--- src/rtl/sensor_pkg.sv ---
// Shared definitions for the sensor fault monitor.
//   SENSOR_W    : width of the raw sensor vector and of the captured fault code
//   mon_state_t : monitor FSM state encoding
package sensor_pkg;

   localparam int SENSOR_W = 4;

   typedef enum logic [1:0] {
      IDLE  = 2'd0,
      QUAL  = 2'd1,
      FAULT = 2'd2
   } mon_state_t;

endpackage

--- src/rtl/sat_counter.sv ---
// Saturating up-counter. It counts one per cycle with inc high and stops at
// all-ones. It returns to zero only on the synchronous reset.
// Ports:
//   clk   : clock, rising edge
//   rst   : synchronous reset, active-high, clears the count
//   inc   : increment request
//   count : registered count value
module sat_counter #(
   parameter int W = 8
) (
   input  logic         clk,
   input  logic         rst,
   input  logic         inc,
   output logic [W-1:0] count
);

   logic [W-1:0] count_q;
   logic [W-1:0] count_d;

   always_comb begin
      count_d = count_q;
      if (inc && (count_q != {W{1'b1}})) begin
         count_d = count_q + W'(1);
      end
   end

   always_ff @(posedge clk) begin
      if (rst) begin
         count_q <= '0;
      end else begin
         count_q <= count_d;
      end
   end

   assign count = count_q;

endmodule

--- src/rtl/sensor_fault_monitor.sv ---
// Debounces the combinational sensor error flag into a latched fault.
// The flag must hold for DEBOUNCE consecutive clocks before a fault is declared.
// On that qualifying edge the monitor captures the sensor pattern. It also
// counts qualified faults and error runs that ended before qualifying.
// Ports:
//   clk          : clock, rising edge
//   rst          : synchronous reset, active-high
//   sensors      : raw sensor vector, aligned with error
//   error        : error flag from the detector
//   clear        : fault acknowledge (pulse or level)
//   fault        : latched qualified fault
//   fault_code   : sensors captured on the qualifying edge
//   event_count  : qualified faults, saturating
//   glitch_count : error runs that ended before qualifying, saturating
//
// state | meaning
// ------+-----------------------------------------------
// IDLE  | no fault, run counter 0
// QUAL  | error run in progress, run_q = samples so far
// FAULT | fault latched, waits for clear with error low
module sensor_fault_monitor
   import sensor_pkg::*;
#(
   parameter int DEBOUNCE = 4,
   parameter int CNT_W    = 8
) (
   input  logic                clk,
   input  logic                rst,
   input  logic [SENSOR_W-1:0] sensors,
   input  logic                error,
   input  logic                clear,
   output logic                fault,
   output logic [SENSOR_W-1:0] fault_code,
   output logic [CNT_W-1:0]    event_count,
   output logic [CNT_W-1:0]    glitch_count
);

   localparam int RUN_W = $clog2(DEBOUNCE + 1);
   localparam logic [RUN_W-1:0] RUN_LAST = RUN_W'(DEBOUNCE - 1);

   mon_state_t            state_q;
   logic [RUN_W-1:0]      run_q;
   logic                  fault_q;
   logic [SENSOR_W-1:0]   code_q;
   logic                  qual_pulse;
   logic                  glitch_pulse;

   // The counters take these pulses directly. Their registered outputs keep
   // every output of the block registered.
   always_comb begin
      qual_pulse   = 1'b0;
      glitch_pulse = 1'b0;
      case (state_q)
         IDLE:    qual_pulse   = error && (DEBOUNCE == 1);
         QUAL: begin
            qual_pulse   = error && (run_q == RUN_LAST);
            glitch_pulse = !error;
         end
         default: ;
      endcase
   end

   always_ff @(posedge clk) begin
      if (rst) begin
         state_q <= IDLE;
         run_q   <= '0;
         fault_q <= 1'b0;
         code_q  <= '0;
      end else begin
         case (state_q)
            IDLE: begin
               if (error) begin
                  if (DEBOUNCE == 1) begin
                     state_q <= FAULT;
                     fault_q <= 1'b1;
                     code_q  <= sensors;
                  end else begin
                     state_q <= QUAL;
                     run_q   <= RUN_W'(1);
                  end
               end
            end
            QUAL: begin
               if (!error) begin
                  state_q <= IDLE;
                  run_q   <= '0;
               end else if (run_q == RUN_LAST) begin
                  state_q <= FAULT;
                  run_q   <= '0;
                  fault_q <= 1'b1;
                  code_q  <= sensors;
               end else begin
                  run_q   <= run_q + RUN_W'(1);
               end
            end
            FAULT: begin
               // A clear that arrives while the error is still present is dropped.
               if (clear && !error) begin
                  state_q <= IDLE;
                  fault_q <= 1'b0;
               end
            end
            default: begin
               state_q <= IDLE;
               run_q   <= '0;
               fault_q <= 1'b0;
            end
         endcase
      end
   end

   sat_counter #(.W(CNT_W)) u_event_cnt (
      .clk   (clk),
      .rst   (rst),
      .inc   (qual_pulse),
      .count (event_count)
   );

   sat_counter #(.W(CNT_W)) u_glitch_cnt (
      .clk   (clk),
      .rst   (rst),
      .inc   (glitch_pulse),
      .count (glitch_count)
   );

   assign fault      = fault_q;
   assign fault_code = code_q;

endmodule

--- config.mk ---
export PLATFORM = sky130hd
export DESIGN_NAME = sensor_fault_monitor
export DESIGN_NICKNAME = d
export VERILOG_FILES = /design/src/rtl/sensor_pkg.sv /design/src/rtl/sat_counter.sv /design/src/rtl/sensor_fault_monitor.sv
export SDC_FILE = /design/constraint.sdc
export NUM_CORES = 1
export LEC_CHECK = 0
export ABC_AREA = 1
export CAP_MARGIN = 10
export CORE_ASPECT_RATIO = 1.2
export CORE_MARGIN = 10
export CORE_UTILIZATION = 53
export CTS_CLUSTER_SIZE = 25
export DETAILED_ROUTE_END_ITERATION = 8
export GPL_ROUTABILITY_DRIVEN = 0
export PLACE_DENSITY = 0.91
export SLEW_MARGIN = 20
export SYNTH_ARGS = -nofsm -noshare
export SYNTH_HDL_FRONTEND = slang
export SYNTH_SLANG_ARGS = --single-unit
export TNS_END_PERCENT = 20
--- constraint.sdc ---
create_clock -name clk -period 2.7 [get_ports clk]
set_clock_uncertainty 0.15 [all_clocks]
set_input_delay 0.27 -clock clk [delete_from_list [all_inputs] [get_ports clk]]
set_output_delay 0.27 -clock clk [all_outputs]
set_load 0.05 [all_outputs]
## Word-level counts from Yosys, hierarchy flattened

Index checks and enable logic that the tools add are counted.

| word-level totals | value |
|---|---|
| logic and storage cells | 46 |
| latch bits | 0 |
| memories | 0 |
| bits in read-only memories | 0 |
| output and inout port bits | 21 |
| bits in writable memories | 0 |
| flip-flop bits (word level) | 26 |

| cells by class | value |
|---|---|
| multiply operators | 0 |
| $add $sub $neg | 3 |
| div/mod/pow operators | 0 |
| reductions and logical operators | 10 |
| mux-type cells | 15 |
| magnitude comparators | 0 |
| shift-type cells | 0 |
| equality and inequality tests | 10 |
| bitwise gates (word level) | 2 |

Operators with widths:

| kind | count |
|---|---|
| $add A8 B1 Y8 const B | 2 |
| $ne A8 B8 Y1 const B | 2 |
| $mux W3 | 3 |
| $pmux W3 S3 | 1 |
| $mux W2 | 4 |
| $ne A2 B2 Y1 const B | 4 |
| $pmux W2 S3 | 1 |
| $reduce_and A3 Y1 | 2 |
| $mux W1 | 5 |
| $logic_and A1 B1 Y1 | 4 |
| $reduce_and A4 Y1 | 1 |
| $add A3 B1 Y3 const B | 1 |
| $eq A3 B2 Y1 const B | 1 |
| $ne A3 B3 Y1 const B | 1 |
| $pmux W1 S3 | 1 |
| $eq A2 B1 Y1 const B | 1 |
| $eq A2 B2 Y1 const B | 1 |
| $logic_not A2 Y1 | 1 |
| $not A1 Y1 | 2 |
| $reduce_and A2 Y1 | 1 |
| $logic_not A1 Y1 | 1 |

## Longest topological paths before layout

Gate-level depths: netlist of run 1.

| depth | value |
|---|---|
| word-level depth | 4 |
| mapped depth | 9 |
| depth with buffers taken out | 9 |

## Hierarchy

Synthesis of run 1 repeated with hierarchy kept, for this count alone.

| unflattened totals | value |
|---|---|
| cell total of the unflattened synthesis | 213 |
| area, all modules | 1,402.6 um2 |

By module, submodules not included:

| module | times used | area each (um2) | cells an instance |
|---|---|---|---|
| sat_counter | 2 | 484.2 | 77 |
| sensor_fault_monitor | 1 | 434.2 | 59 |

## Least setup slack after synthesis of run 1

OpenSTA, ideal clock, no wires.

| timing | value |
|---|---|
| path type | register -> register |
| from | register u_glitch_cnt.count_q[0] (netlist: u_glitch_cnt.count[0]) |
| to | register u_glitch_cnt.count_q[7] (netlist: u_glitch_cnt.count[7]) |
| setup time | 0.114 ns |
| arrival time | 1.608 ns |
| stages on the path, launching flop included | 9 |
| clock period less this slack | 1.872 ns |
| path slack | 0.828 ns |
| cell sequence | dfxtp_1 -> ha_1 -> nand2_1 -> nor2_2 -> nand2_2 -> nand2_1 -> nor2_1 -> nor2_1 -> nor2_1 |

| between the ends | value |
|---|---|
| cells in the longest elaborated chain, start to end | 2 |
| elaborated cells between the ends (all ways) | 3 |
| classes of those cells | add/sub (1); eq/ne (1); reduce/logical (1) |

RTL lines:

| item | RTL line | RTL |
|---|---|---|
| start, declared | sat_counter.sv:17 | `logic [W-1:0] count_q;` |
| start signal, assigned | sat_counter.sv:31 | `count_q <= count_d;` |
| branches (longest 2 deep; another with $add A8 B1 Y8) | n/a |  |

Parallel ways; which one is timed is not known.
A chain may end at the register's enable or synchronous reset.

## Final worst setup path of run 1

| timing | value |
|---|---|
| from | register u_glitch_cnt.count_q[2] (netlist: u_glitch_cnt.count[2]) |
| to | output port glitch_count[2] |

RTL lines:

| item | RTL line | RTL |
|---|---|---|
| end, declared | sensor_fault_monitor.sv:35 | `output logic [CNT_W-1:0] glitch_count` |

No word-level cell between the ends.

==> key figures, run 1 <==
Run status
  – Status: finished clean

Clock network
  – H-tree depth: 1
  – Post-CTS sizing: 0
  – Post-CTS Setup Inserts: 0
  – Hold-fix buffers, CTS: 0
  – Clk buf depth: 2
  – CTS Buf Count: 3
  – CTS tree: yes
  – Root Buffer: clkbuf_4
  – Latest clock arrival within the worst-skew pair: 0.33 ns
  – Clock sink count: 26
  – Clock transition at path regs: 0.15 ns

Yosys
  – Post-synthesis sequential element count: 26
  – Sequential-to-total area share from yosys stat: 39.1%
  – Synth top area share: 39.1%
  – Synth Warn #: 0
  – Post-synth top area cell: dfxtp_1
  – Syn Nets: 203
  – Synth Area per Inst: 6.94 µm²
  – Synthesized cell area: 0.00133 mm²
  – Post-synth cell types: 24
  – Synth top area cells: dfxtp_1 39%, nand2_1 12%, nor2_1 10%
  – Gate count of the mapped netlist: 192

Routing
  – Vias: 1307
  – Drt first pass iters: 4
  – 1st-iter DRT viols: 67
  – Via/cell ratio: 5.19
  – Avg WL per Cell: 11.6 µm
  – DRC Markers: 0
  – Detailed Route WL: 2930 µm
  – ANT nets after route: 0

Power and ir drop
  – Pwr Total: 0.715 mW
  – VDD IR-drop max: 381 µV
  – Clock power share: 38.2%
  – Leakage: 0.646 nW
  – Switching power: 0.156 mW
  – Sw Ratio: 21.8%
  – Comb pwr share: 6.8%
  – Pwr dens: 425 mW/mm²
  – Sequential Power Share: 55.0%
  – Internal Power: 0.559 mW

Worst setup path
  – Critical R2R Launch: u_glitch_cnt.count[0]$_SDFFE_PP0P_
  – Crit path launch: u_glitch_cnt.count[2]$_SDFFE_PP0P_
  – Buf+Inv Stages, Crit Path: 1
  – Required @ worst endpoint: 2.28 ns
  – R2r setup slk: 0.97 ns
  – Crit start category: flop
  – Max FO, Critical Path: 6
  – Critical Path Max Stage Delay: 0.85 ns
  – Crit path cell chain: clkdlybuf4s50_1
  – Reg2reg end: u_glitch_cnt.count[7]$_SDFFE_PP0P_
  – Crit path DAT: 1.66 ns
  – Crit path max-delay family: buffers and inverters
  – CP Class: reg2out
  – CP Capture Type: output pin
  – CP max-delay cell: clkdlybuf4s50_1
  – R2r worst-path depth: 8

STA
  – Final setup TNS: 0 ns
  – Slew Limit Fails: 0
  – Period Utilization, post-route: 77.0%
  – Worst slew pin tran: 0.508 ns
  – Max frequency: 481 MHz
  – RSZ-0062 raised after global routing: false
  – Slew headroom: 66.0%
  – Final setup viols: 0
  – Fin crit period: 2.08 ns
  – Hold Vio Cnt, Final: 0

Floorplan
  – Die H: 74.9 µm
  – Die area: 0.00493 mm²
  – Cell row count: 19
  – Initial Utilization: 56.6%
  – Core ar.: 0.00235 mm²
  – # IOs: 29
  – Die X: 65.8 µm

Flow run
  – Max cap viols: 0

Layout
  – Layout fillers: 195
  – Multi-input combinational cell area: 702 µm²
  – Commonest non-fill, non-tap cell in the layout: nand2_1
  – # diodes: 0
  – Sequential cell area: 520 µm²
  – Commonest non-fill, non-tap cells in the layout: 44 x nand2_1, 37 x nor2_1, 28 x clkdlybuf4s50_1
  – Share of layout cells above drive strength 1: 9.95%
  – Syn-to-layout area delta: 26.1%
  – Number of nets in the layout: 233

Place
  – HPWL after detailed placement: 2220 µm
  – Port bufs: 28

Global routing
  – Largest net degree at the start of global routing: 16
  – Antenna violations before repair: 0
  – First-pass GRT wire length: 5070 µm
  – Vias in the first global route: 1193
  – Total GRT Usage: 12.7%
  – Total gr overflow: 0

Hold path
  – HP Class: reg2reg
  – Hold depth: 2
  – Worst hold endpoint: run_q[2]$_SDFFE_PP0P_
  – Hold wc startpoint: run_q[2]$_SDFFE_PP0P_
-- worst register-to-register path: cells and delay by family (launching register included) --
kind                     cells  cell delay [ns]
AND/OR/NAND/NOR              7             0.79
flip-flops                   1             0.46
adder cells (fa/ha/maj)      1             0.24
-- synthesized netlist by cell type (all sizes together) --
| library cell | count |
|---|---|
| nand2 | 47 |
| nor2 | 41 |
| dfxtp | 26 |
| inv | 21 |
| nand3 | 15 |
| a21oi | 12 |
| nand4 | 7 |
| o21ai | 7 |
| buf | 3 |
| ha | 3 |
| nor3 | 3 |
| xor2 | 3 |
| a31oi | 1 |
| clkbuf | 1 |
| nand3b | 1 |
| o21bai | 1 |
-- worst max-delay path by stage --
stage                     slack [ns]                                 end  depth (start not counted)
after global placement          0.82   u_event_cnt.count[0]$_SDFFE_PP0P_                          8
after global routing            0.58                     glitch_count[2]                          1
final                           0.62                     glitch_count[2]                          1
after detailed placement        0.78   u_event_cnt.count[0]$_SDFFE_PP0P_                          8
after CTS                       0.61                     glitch_count[2]                          1
after floorplan                 0.83  u_glitch_cnt.count[7]$_SDFFE_PP0P_                          8
-- cells by family after synthesis --
kind of cell,count (synthesis),share of synthesized area [%]
simple gates,114,39.4
fa+ha+maj,3,2.82
flops,26,39.1
buf+inv,25,8.26
xor+xnor,3,1.97
compound gates,21,8.45
-- state kept, by name (all words and copies together), names as in the netlist --
register,count
fault_code,4
fault,1
run_q,3
state_q,2
u_event_cnt.count,8
u_glitch_cnt.count,8
-- routing by layer --
metal / vias to the layer above / share of wire [%] / global-route usage, % / wire [µm]
met5: - / 0 / 0 / 0
met4: 0 / 1.6 / 5.24 / 46
met3: 5 / 7.3 / 4.30 / 213
met2: 32 / 50 / 22.4 / 1450
met1: 596 / 42 / 13.6 / 1220
li1: 674 / - / - / -
-- power groups by stage --
stage	clock network, mW	logic [mW]	registers [mW]
after floorplan	0	0.0255	0.404
after global placement	0	0.0466	0.401
after detailed placement	0	0.0484	0.401
after CTS	0.277	0.0488	0.393
after global routing	0.291	0.0541	0.394
final	0.273	0.0487	0.393
-- cell type report --
cell class	count	share of cell area, %
Timing Repair Buffer	29	17.1
Sequential cell	26	31.0
Multi-Input combinational cell	141	41.8
Clock buffer	3	1.34
Tap cell	31	2.31
Clock inverter	1	1.79
Inverter	21	4.69
-- stage by stage --
stage,area (µm²),setup WS [ns],cells,util [%],hold WS [ns]
floorplan,1330,0.828,192,-,0.189
global placement,1630,0.819,248,69.2,0.293
detailed placement,1630,0.780,248,69.2,0.300
global route,1680,0.576,252,71.4,0.341
finish,1680,0.621,252,71.4,0.317
CTS,1680,0.611,252,71.4,0.320
(Power assumes the default switching activity.)
==> run 2, diff against run 1 <==
Settings changed: CORE_UTILIZATION 53 to 45, PLACE_DENSITY 0.91 to 0.83.
Clock period 2.7 ns to 1.81 ns, I/O delays scaled along.
==> key figures, run 2 (synthesis results as in run 1) <==
Floorplan
  – Initial Utilization: 47.4%
  – # IOs: 29
  – Cell row count: 21
  – Core ar.: 0.00281 mm²
  – Die area: 0.00555 mm²
  – Die X: 69.7 µm
  – Die H: 79.6 µm

Worst setup path
  – R2r worst-path depth: 8
  – Crit path max-delay family: simple AND/OR/NAND/NOR gates
  – Crit path DAT: 1.70 ns
  – Crit start category: flop
  – CP Depth: 8
  – Critical Path Max Stage Delay: 0.40 ns
  – CP Capture Type: flop
  – Crit path cell chain: ha_1 > nand2_1 > nor2_2 > nand2_2 > nand2_1 > nor2_1 > nor2_1 > nor2_1
  – CP max-delay cell: dfxtp_2
  – Buf+Inv Stages, Crit Path: 0
  – Crit-path most repeated cell: nor2_1
  – CP Class: reg2reg
  – Max FO, Critical Path: 10
  – Required @ worst endpoint: 1.89 ns

STA
  – Fin crit period: 1.62 ns
  – Worst slew pin tran: 0.358 ns
  – Hold slack: 0.282 ns
  – Hold Vio Cnt, Final: 0
  – Final setup TNS: 0 ns
  – Final setup viols: 0
  – RSZ-0062 raised after global routing: false
  – Period Utilization, post-route: 89.7%
  – Slew Limit Fails: 0
  – Worst setup margin: 0.186 ns
  – Slew headroom: 76.1%
  – Max frequency: 616 MHz

Power and ir drop
  – VDD IR-drop max: 480 µV
  – Pwr Total: 0.947 mW
  – Pwr dens: 580 mW/mm²
  – Leakage: 0.694 nW

Routing
  – Via/cell ratio: 4.95
  – 1st-iter DRT viols: 37
  – ANT nets after route: 0
  – Detailed Route WL: 2840 µm
  – Drt first pass iters: 4
  – Avg WL per Cell: 11.1 µm
  – DRC Markers: 0
  – Vias: 1273

Hold path
  – HP Class: in2reg
  – Hold depth: 3

Global routing
  – Total gr overflow: 0
  – First-pass GRT wire length: 4890 µm
  – Largest net degree at the start of global routing: 15
  – Antenna violations before repair: 0
  – Vias in the first global route: 1139
  – Total GRT Usage: 10.1%

Place
  – Port bufs: 28
  – HPWL after detailed placement: 2240 µm
  – Pre-CTS setup slack: 0.0826 ns
  – Placed standard-cell area: 0.00160 mm²
  – Cells after DPL: 253

Clock network
  – Clock transition at path regs: 0.14 ns
  – CTS Buf Count: 3
  – H-tree depth: 1
  – Post-CTS Setup Inserts: 0
  – Root Buffer: clkbuf_4
  – Clk buf depth: 2
  – Latest clock arrival within the worst-skew pair: 0.31 ns
  – Hold-fix buffers, CTS: 0
  – Post-CTS sizing: 0
  – Clock sink count: 26
  – CTS tree: yes

Layout
  – Design Area, Final: 0.00163 mm²
  – Share of layout cells above drive strength 1: 21.1%
  – Syn-to-layout area delta: 22.5%
  – Number of nets in the layout: 235
  – # diodes: 0
  – Post-layout util: 58.1%
  – Commonest non-fill, non-tap cells in the layout: 44 x nand2_1, 37 x nor2_1, 24 x dfxtp_1, 24 x buf_4, 17 x inv_1
  – Commonest non-fill, non-tap cell in the layout: nand2_1
  – Final cell count without fillers: 257

Flow run
  – Max cap viols: 0

Run status
  – Status: finished clean
==> run 2: changes by cell type in the layout (fill, tap and decap cells not counted) <==
cell and delta:
buf_4 +23, clkdlybuf4s50_1 -21, dfxtp_1 -2, dfxtp_2 +2, bufinv_16 -1, clkbuf_8 +1
==> run 2: where the power goes <==
part	switching (mW)	total [mW]	leakage [nW]	internal [mW]
clock network	0.166	0.289	0.0210	0.123
registers	0.00763	0.586	0.211	0.579
logic	0.0401	0.0715	0.462	0.0314
==> run 2: per-layer routing <==
layer / wire, µm / track usage [%] / part of all wire, % / vias up
li1: - / - / - / 678
met1: 1240 / 11.3 / 44 / 557
met2: 1330 / 16.8 / 47 / 32
met3: 227 / 3.86 / 8.0 / 6
met4: 40 / 4.55 / 1.4 / 0
met5: 0 / 0 / 0 / -
==> run 2: final cells by class <==
type                    count  area [µm²]
fillers                   267        1180
multi-input cells         141         702
flip-flops and latches     26         523
repair buffers             31         250
inverters                  21        78.8
well taps                  34        42.5
clock buffers               4        36.3
==> run 2: tightest hold or removal path, stage by stage <==
cell and delay [ns]:
clkdlybuf4s50_1 0.40, nor2_1 0.10, nor2_1 0.05
==> run 2: worst paths after layout <==
| check | start | endpoint | slack [ns] |
|---|---|---|---|
| worst max-delay path | u_glitch_cnt.count[0]$_SDFFE_PP0P_ | u_glitch_cnt.count[7]$_SDFFE_PP0P_ | 0.19 |
| worst min-delay path | sensors[1] | fault_code[1]$_SDFFE_PP0P_ | 0.28 |
| worst max register to register | u_glitch_cnt.count[0]$_SDFFE_PP0P_ | u_glitch_cnt.count[7]$_SDFFE_PP0P_ | 0.19 |
| worst min register to register | run_q[2]$_SDFFE_PP0P_ | run_q[2]$_SDFFE_PP0P_ | 0.31 |
